--- src/rtl/fetch_stage_pkg.sv ---
// Shared constants and state encoding for the instruction-fetch stage.
package fetch_stage_pkg;

    localparam int unsigned NOP_INSTR = 0;
    localparam int unsigned PC_INCR   = 4;

    typedef enum logic [1:0] {
        StFetch,
        StDrop,
        StHeld
    } fetch_state_e;

endpackage

--- src/rtl/fetch_stage_if_id_reg.sv ---
// IF/ID pipeline register: hold freezes contents, clear inserts a bubble, otherwise load.
module if_id_reg
    import fetch_stage_pkg::*;
#(
    parameter int unsigned ADDR_WIDTH = 32,
    parameter int unsigned DATA_WIDTH = 32
) (
    input  logic                  clk_i,
    input  logic                  rst_ni,
    input  logic                  hold_i,
    input  logic                  clear_i,
    input  logic [DATA_WIDTH-1:0] instr_i,
    input  logic [ADDR_WIDTH-1:0] pc_plus4_i,
    output logic                  valid_o,
    output logic [DATA_WIDTH-1:0] instr_o,
    output logic [ADDR_WIDTH-1:0] pc_plus4_o
);

    logic                  valid_d, valid_q;
    logic [DATA_WIDTH-1:0] instr_d, instr_q;
    logic [ADDR_WIDTH-1:0] pc_plus4_d, pc_plus4_q;

    // Hold wins over clear so a stalled ID never loses its instruction.
    always_comb begin
        valid_d    = valid_q;
        instr_d    = instr_q;
        pc_plus4_d = pc_plus4_q;
        if (!hold_i) begin
            if (clear_i) begin
                valid_d = 1'b0;
                instr_d = DATA_WIDTH'(NOP_INSTR);
            end else begin
                valid_d    = 1'b1;
                instr_d    = instr_i;
                pc_plus4_d = pc_plus4_i;
            end
        end
    end

    always_ff @(posedge clk_i or negedge rst_ni) begin
        if (!rst_ni) begin
            valid_q    <= 1'b0;
            instr_q    <= DATA_WIDTH'(NOP_INSTR);
            pc_plus4_q <= '0;
        end else begin
            valid_q    <= valid_d;
            instr_q    <= instr_d;
            pc_plus4_q <= pc_plus4_d;
        end
    end

    assign valid_o    = valid_q;
    assign instr_o    = instr_q;
    assign pc_plus4_o = pc_plus4_q;

endmodule

--- src/rtl/fetch_stage.sv ---
// Instruction fetch: PC, req/ack handshake with variable-latency imem, skid buffer and IF/ID drive.
module fetch_stage
    import fetch_stage_pkg::*;
#(
    parameter int unsigned           ADDR_WIDTH = 32,
    parameter int unsigned           DATA_WIDTH = 32,
    parameter logic [ADDR_WIDTH-1:0] RESET_PC   = '0
) (
    input  logic                  clk_i,
    input  logic                  rst_ni,
    input  logic                  stall_if_i,
    input  logic                  stall_id_i,
    input  logic                  id_branch_taken_i,
    input  logic [ADDR_WIDTH-1:0] id_branch_target_i,
    output logic                  imem_req_o,
    output logic [ADDR_WIDTH-1:0] imem_addr_o,
    input  logic                  imem_ack_i,
    input  logic [DATA_WIDTH-1:0] imem_rdata_i,
    output logic                  id_valid_o,
    output logic [DATA_WIDTH-1:0] id_instr_o,
    output logic [ADDR_WIDTH-1:0] id_pc_plus4_o
);

    fetch_state_e          state_d, state_q;
    logic [ADDR_WIDTH-1:0] pc_d, pc_q;
    logic [ADDR_WIDTH-1:0] req_addr_d, req_addr_q;
    logic                  req_active_d, req_active_q;
    logic [DATA_WIDTH-1:0] skid_instr_d, skid_instr_q;
    logic [ADDR_WIDTH-1:0] skid_pc4_d, skid_pc4_q;

    logic                  ack;
    logic                  redirect;
    logic [ADDR_WIDTH-1:0] req_next;
    logic                  issue;
    logic [ADDR_WIDTH-1:0] issue_addr;
    logic                  ifid_clear;
    logic [DATA_WIDTH-1:0] ifid_instr;
    logic [ADDR_WIDTH-1:0] ifid_pc4;

    // An ack with no request outstanding is meaningless and ignored.
    assign ack      = req_active_q & imem_ack_i;
    assign redirect = id_branch_taken_i & ~stall_id_i;
    assign req_next = req_addr_q + ADDR_WIDTH'(PC_INCR);

    always_comb begin
        state_d      = state_q;
        pc_d         = pc_q;
        req_addr_d   = req_addr_q;
        req_active_d = req_active_q & ~imem_ack_i;
        skid_instr_d = skid_instr_q;
        skid_pc4_d   = skid_pc4_q;
        ifid_clear   = 1'b1;
        ifid_instr   = imem_rdata_i;
        ifid_pc4     = req_next;
        issue        = 1'b0;
        issue_addr   = pc_q;

        unique case (state_q)
            StFetch: begin
                if (ack) begin
                    if (stall_id_i) begin
                        skid_instr_d = imem_rdata_i;
                        skid_pc4_d   = req_next;
                        pc_d         = req_next;
                        state_d      = StHeld;
                    end else if (redirect) begin
                        pc_d = id_branch_target_i;
                    end else begin
                        ifid_clear = 1'b0;
                        pc_d       = req_next;
                        issue      = ~stall_if_i;
                        issue_addr = req_next;
                    end
                end else if (redirect) begin
                    pc_d = id_branch_target_i;
                    if (req_active_q) begin
                        state_d = StDrop;
                    end
                end else if (!req_active_q && !stall_if_i) begin
                    issue = 1'b1;
                end
            end
            StDrop: begin
                if (redirect) begin
                    pc_d = id_branch_target_i;
                end
                if (ack) begin
                    state_d = StFetch;
                end
            end
            StHeld: begin
                if (!stall_id_i) begin
                    state_d = StFetch;
                    if (redirect) begin
                        pc_d = id_branch_target_i;
                    end else begin
                        ifid_clear = 1'b0;
                        ifid_instr = skid_instr_q;
                        ifid_pc4   = skid_pc4_q;
                        issue      = ~stall_if_i;
                    end
                end
            end
            default: state_d = StFetch;
        endcase

        if (issue) begin
            req_active_d = 1'b1;
            req_addr_d   = issue_addr;
        end
    end

    always_ff @(posedge clk_i or negedge rst_ni) begin
        if (!rst_ni) begin
            state_q      <= StFetch;
            pc_q         <= RESET_PC;
            req_addr_q   <= RESET_PC;
            req_active_q <= 1'b0;
            skid_instr_q <= '0;
            skid_pc4_q   <= '0;
        end else begin
            state_q      <= state_d;
            pc_q         <= pc_d;
            req_addr_q   <= req_addr_d;
            req_active_q <= req_active_d;
            skid_instr_q <= skid_instr_d;
            skid_pc4_q   <= skid_pc4_d;
        end
    end

    if_id_reg #(
        .ADDR_WIDTH (ADDR_WIDTH),
        .DATA_WIDTH (DATA_WIDTH)
    ) u_if_id_reg (
        .clk_i      (clk_i),
        .rst_ni     (rst_ni),
        .hold_i     (stall_id_i),
        .clear_i    (ifid_clear),
        .instr_i    (ifid_instr),
        .pc_plus4_i (ifid_pc4),
        .valid_o    (id_valid_o),
        .instr_o    (id_instr_o),
        .pc_plus4_o (id_pc_plus4_o)
    );

    assign imem_req_o  = req_active_q;
    assign imem_addr_o = req_addr_q;

endmodule

--- config.mk ---
export PLATFORM = sky130hd
export DESIGN_NAME = fetch_stage
export DESIGN_NICKNAME = d
export VERILOG_FILES = /design/src/rtl/fetch_stage_pkg.sv /design/src/rtl/fetch_stage_if_id_reg.sv /design/src/rtl/fetch_stage.sv
export SDC_FILE = /design/constraint.sdc
export NUM_CORES = 1
export LEC_CHECK = 0
export CAP_MARGIN = 20
export CORE_MARGIN = 2
export CORE_UTILIZATION = 25
export DETAILED_ROUTE_END_ITERATION = 10
export PLACE_DENSITY = 0.4
export SLEW_MARGIN = 20
export SYNTH_ARGS = -nofsm -noshare
export SYNTH_HDL_FRONTEND = slang
export SYNTH_SLANG_ARGS = --single-unit
--- constraint.sdc ---
create_clock -name clk_i -period 5.2 [get_ports clk_i]
set_input_delay 1.04 -clock clk_i [delete_from_list [all_inputs] [get_ports clk_i]]
set_output_delay 1.04 -clock clk_i [all_outputs]
set_load 0.005 [all_outputs]
==> flow_summary.json <==
{
  "status": "complete, no violations",
  "rsz0062_at_grt": "no",
  "synth_flop_cell": "dfrtp_1",
  "rows": 69,
  "ys_ff_latch": 196,
  "holdBufCountCts": 0,
  "die_w_um": 195,
  "synthArstFlopShare_pct": 100,
  "intPower_uw": 4110,
  "yosysTopAreaCell": "dfrtp_1",
  "design.die.area_um2": 38000,
  "pwr-share-seq_pct": 42.3,
  "combPwrFrac_pct": 33.5,
  "ys_seq_area_share_pct": 53.9,
  "grt_pass1_wl_mm": 46.8,
  "crit_fanout": 43,
  "grt_pass1_vias": 7437,
  "io_pins": 168,
  "switchingPower_uw": 2160,
  "grt_max_degree": 102,
  "dpl.hpwl_mm": 20.1,
  "p_sw_share_pct": 34.5,
  "final_common_cell": "dfrtp_1",
  "die_h_um": 195,
  "tritoncts": "done",
  "yosysUniqueCellTypes": 48,
  "insertion_delay_ns": 0.44,
  "viasPerCell": 4.84,
  "coreArea_um2": 35700,
  "synth.top_cell.area_share_pct": 53.9,
  "grt_remaining_overflow": 0,
  "cts_max_level": 4,
  "period_share_pct": 61.5,
  "worstPathRequired_ns": 5.50,
  "antenna_found_initial": 3,
  "vias": 7330,
  "postSynthNetCount": 979,
  "worst_slack_ns": 2.00,
  "cts_setup_buffers": 0,
  "cts_made_buffers": 17,
  "final_cell_mix": "dfrtp_1 (196), clkdlybuf4s50_1 (166), o21ai_0 (132)",
  "setup_viol": 0,
  "cp-start-kind": "primary input",
  "min-delay-path-class": "reg -> reg",
  "synth_area_um2": 9100,
  "yosys-top-cells-area": "dfrtp_1 (54%), o21ai_0 (7.3%), nand2_1 (5.1%)",
  "port_buffers": 167,
  "postSynthCellCount": 904,
  "cp.arrival_ns": 3.49,
  "max-cap-violations": 0,
  "max-slew-margin-rel_pct": 31.9,
  "track_usage_pct": 16.1,
  "finalMaxSlewViolations": 0,
  "path_class": "in -> reg",
  "clk_pin_slew_ns": 0.07,
  "synth_warnings": 0,
  "seq_area_um2": 4900,
  "area_delta_synth_final_pct": 31.0,
  "power-per-cell-area_nw_per_um2": 525,
  "clockBufferDepth": 2,
  "power_leakage_uw": 0.00513,
  "cts_sinks": 196,
  "wire_per_inst_um": 20.0,
  "finish.net_count": 1115,
  "cts_resized": 0,
  "max_slew.worst_pin.slew_ns": 1.02,
  "cp-end-kind": "flip-flop",
  "fin_crit_ns": 3.20,
  "drt_iter0_markers": 461,
  "drive_gt1_share_pct": 9.13,
  "reg2regPathDepth": 6,
  "ir_drop_mv": 0.244,
  "cts_root_buf": "clkbuf_16",
  "place_congestion": 0.775,
  "start_util_pct": 25.5,
  "skew_ns": 0.0158,
  "power.total_uw": 6270,
  "ant_nets": 0,
  "fill_cells": 3700,
  "routed_wl_mm": 30.2,
  "clock_power_share_pct": 24.2,
  "firstDrtPassIters": 4,
  "max_freq_mhz": 313,
  "syn_area_per_cell_um2": 10.1,
  "setup_tns_ns": 0,
  "multiInputGateArea_um2": 3910,
  "synth_edf_count": 0,
  "hold_viol_final": 0,
  "place_ws_ns": 1.52,
  "route.detailed.drc": 0,
  "holdPathStages": 2
}
==> through the flow <==
stage          util (%)  cells  instance area [um2]  hold WS [ns]
4_1_cts            33.4   1513                11900         0.479
5_1_grt            33.4   1515                11900         0.500
6_report           33.4   1515                11900         0.472
3_5_place_dp       31.5   1482                11300         0.463
2_1_floorplan         -    904                 9100         0.442
3_3_place_gp       31.5   1482                11300         0.456
==> Yosys cell counts, types with 7 or more instances <==
| cell | count |
|---|---|
| a21o_1 | 10 |
| a21oi_1 | 34 |
| a22o_1 | 7 |
| a22oi_1 | 21 |
| a31oi_1 | 17 |
| and3_1 | 15 |
| and4_1 | 8 |
| buf_2 | 7 |
| clkbuf_1 | 58 |
| dfrtp_1 | 196 |
| inv_1 | 10 |
| mux2_2 | 38 |
| mux2i_1 | 36 |
| nand2_1 | 123 |
| nand3_1 | 23 |
| nand4_1 | 9 |
| nor2_1 | 34 |
| nor3_1 | 13 |
| nor4_1 | 8 |
| o21ai_0 | 132 |
| o22ai_1 | 16 |
| o311ai_0 | 9 |
| xnor2_1 | 8 |
| xor2_1 | 11 |
==> critical path, stage by stage <==
cell and delay [ns]:
clkdlybuf4s50_1 0.56, nand2b_1 0.42, nand2_4 0.61, buf_4 0.52
mux2i_1 0.22, o21ai_0 0.09
==> power groups by stage <==
stage	combinational, uW	sequential (uW)	clock (uW)
after floorplan	1190	2510	0
after global placement	2120	2680	0
after detailed placement	2140	2680	0
after CTS	2150	2650	1560
after global routing	2350	2750	1620
final	2100	2650	1520
==> logic make-up after synthesis <==
group                    after synthesis  synth area share, %
multiplexers                          74                 8.66
buffers and inverters                 79                 3.44
adder cells (fa/ha/maj)                5                0.687
AO/OA/AOI/OAI                        271                 17.7
XOR/XNOR                              19                 1.83
AND/OR/NAND/NOR                      260                 13.8
flip-flops                           196                 53.9
==> per-layer routing <==
layer	vias to the layer above	track usage, %	wire [um]
met4	2	4.66	459
met3	25	2.79	837
met2	120	25.8	14400
li1	3527	-	-
met1	3656	22.4	14500
met5	-	0	13
==> worst paths after layout <==
| path | slack, ns | endpoint | start |
|---|---|---|---|
| worst max-delay path | 2.00 | u_if_id_reg.instr_o[30] | stall_id_i |
| worst min-delay path | 0.47 | skid_pc4_q[31] | skid_pc4_q[31] |
| worst max register to register | 2.46 | pc_q[24] | imem_addr_o[2] |
| worst min register to register | 0.47 | skid_pc4_q[31] | skid_pc4_q[31] |
| max in group asynchronous | 3.45 | u_if_id_reg.instr_o[10] | rst_ni |
| min in group asynchronous | 0.72 | pc_q[13] | rst_ni |
==> sequential cells by signal, summed over array words and instances, names as in the netlist <==
signal / count
skid_instr_q: 32
u_if_id_reg.instr_o: 32
state_q: 2
imem_addr_o: 32
imem_req_o: 1
u_if_id_reg.pc_plus4_o: 32
u_if_id_reg.valid_o: 1
skid_pc4_q: 32
pc_q: 32
==> area by class of cell <==
cell class | instances | area share [%]
Timing Repair Buffer | 186 | 15.3
Antenna cell | 2 | 0.0420
Sequential cell | 196 | 41.1
Multi-Input combinational cell | 629 | 32.8
Clock inverter | 11 | 1.66
Clock buffer | 20 | 3.91
Tap cell | 461 | 4.83
Inverter | 10 | 0.315
No activity file was read; power rests on OpenSTA's default activity.
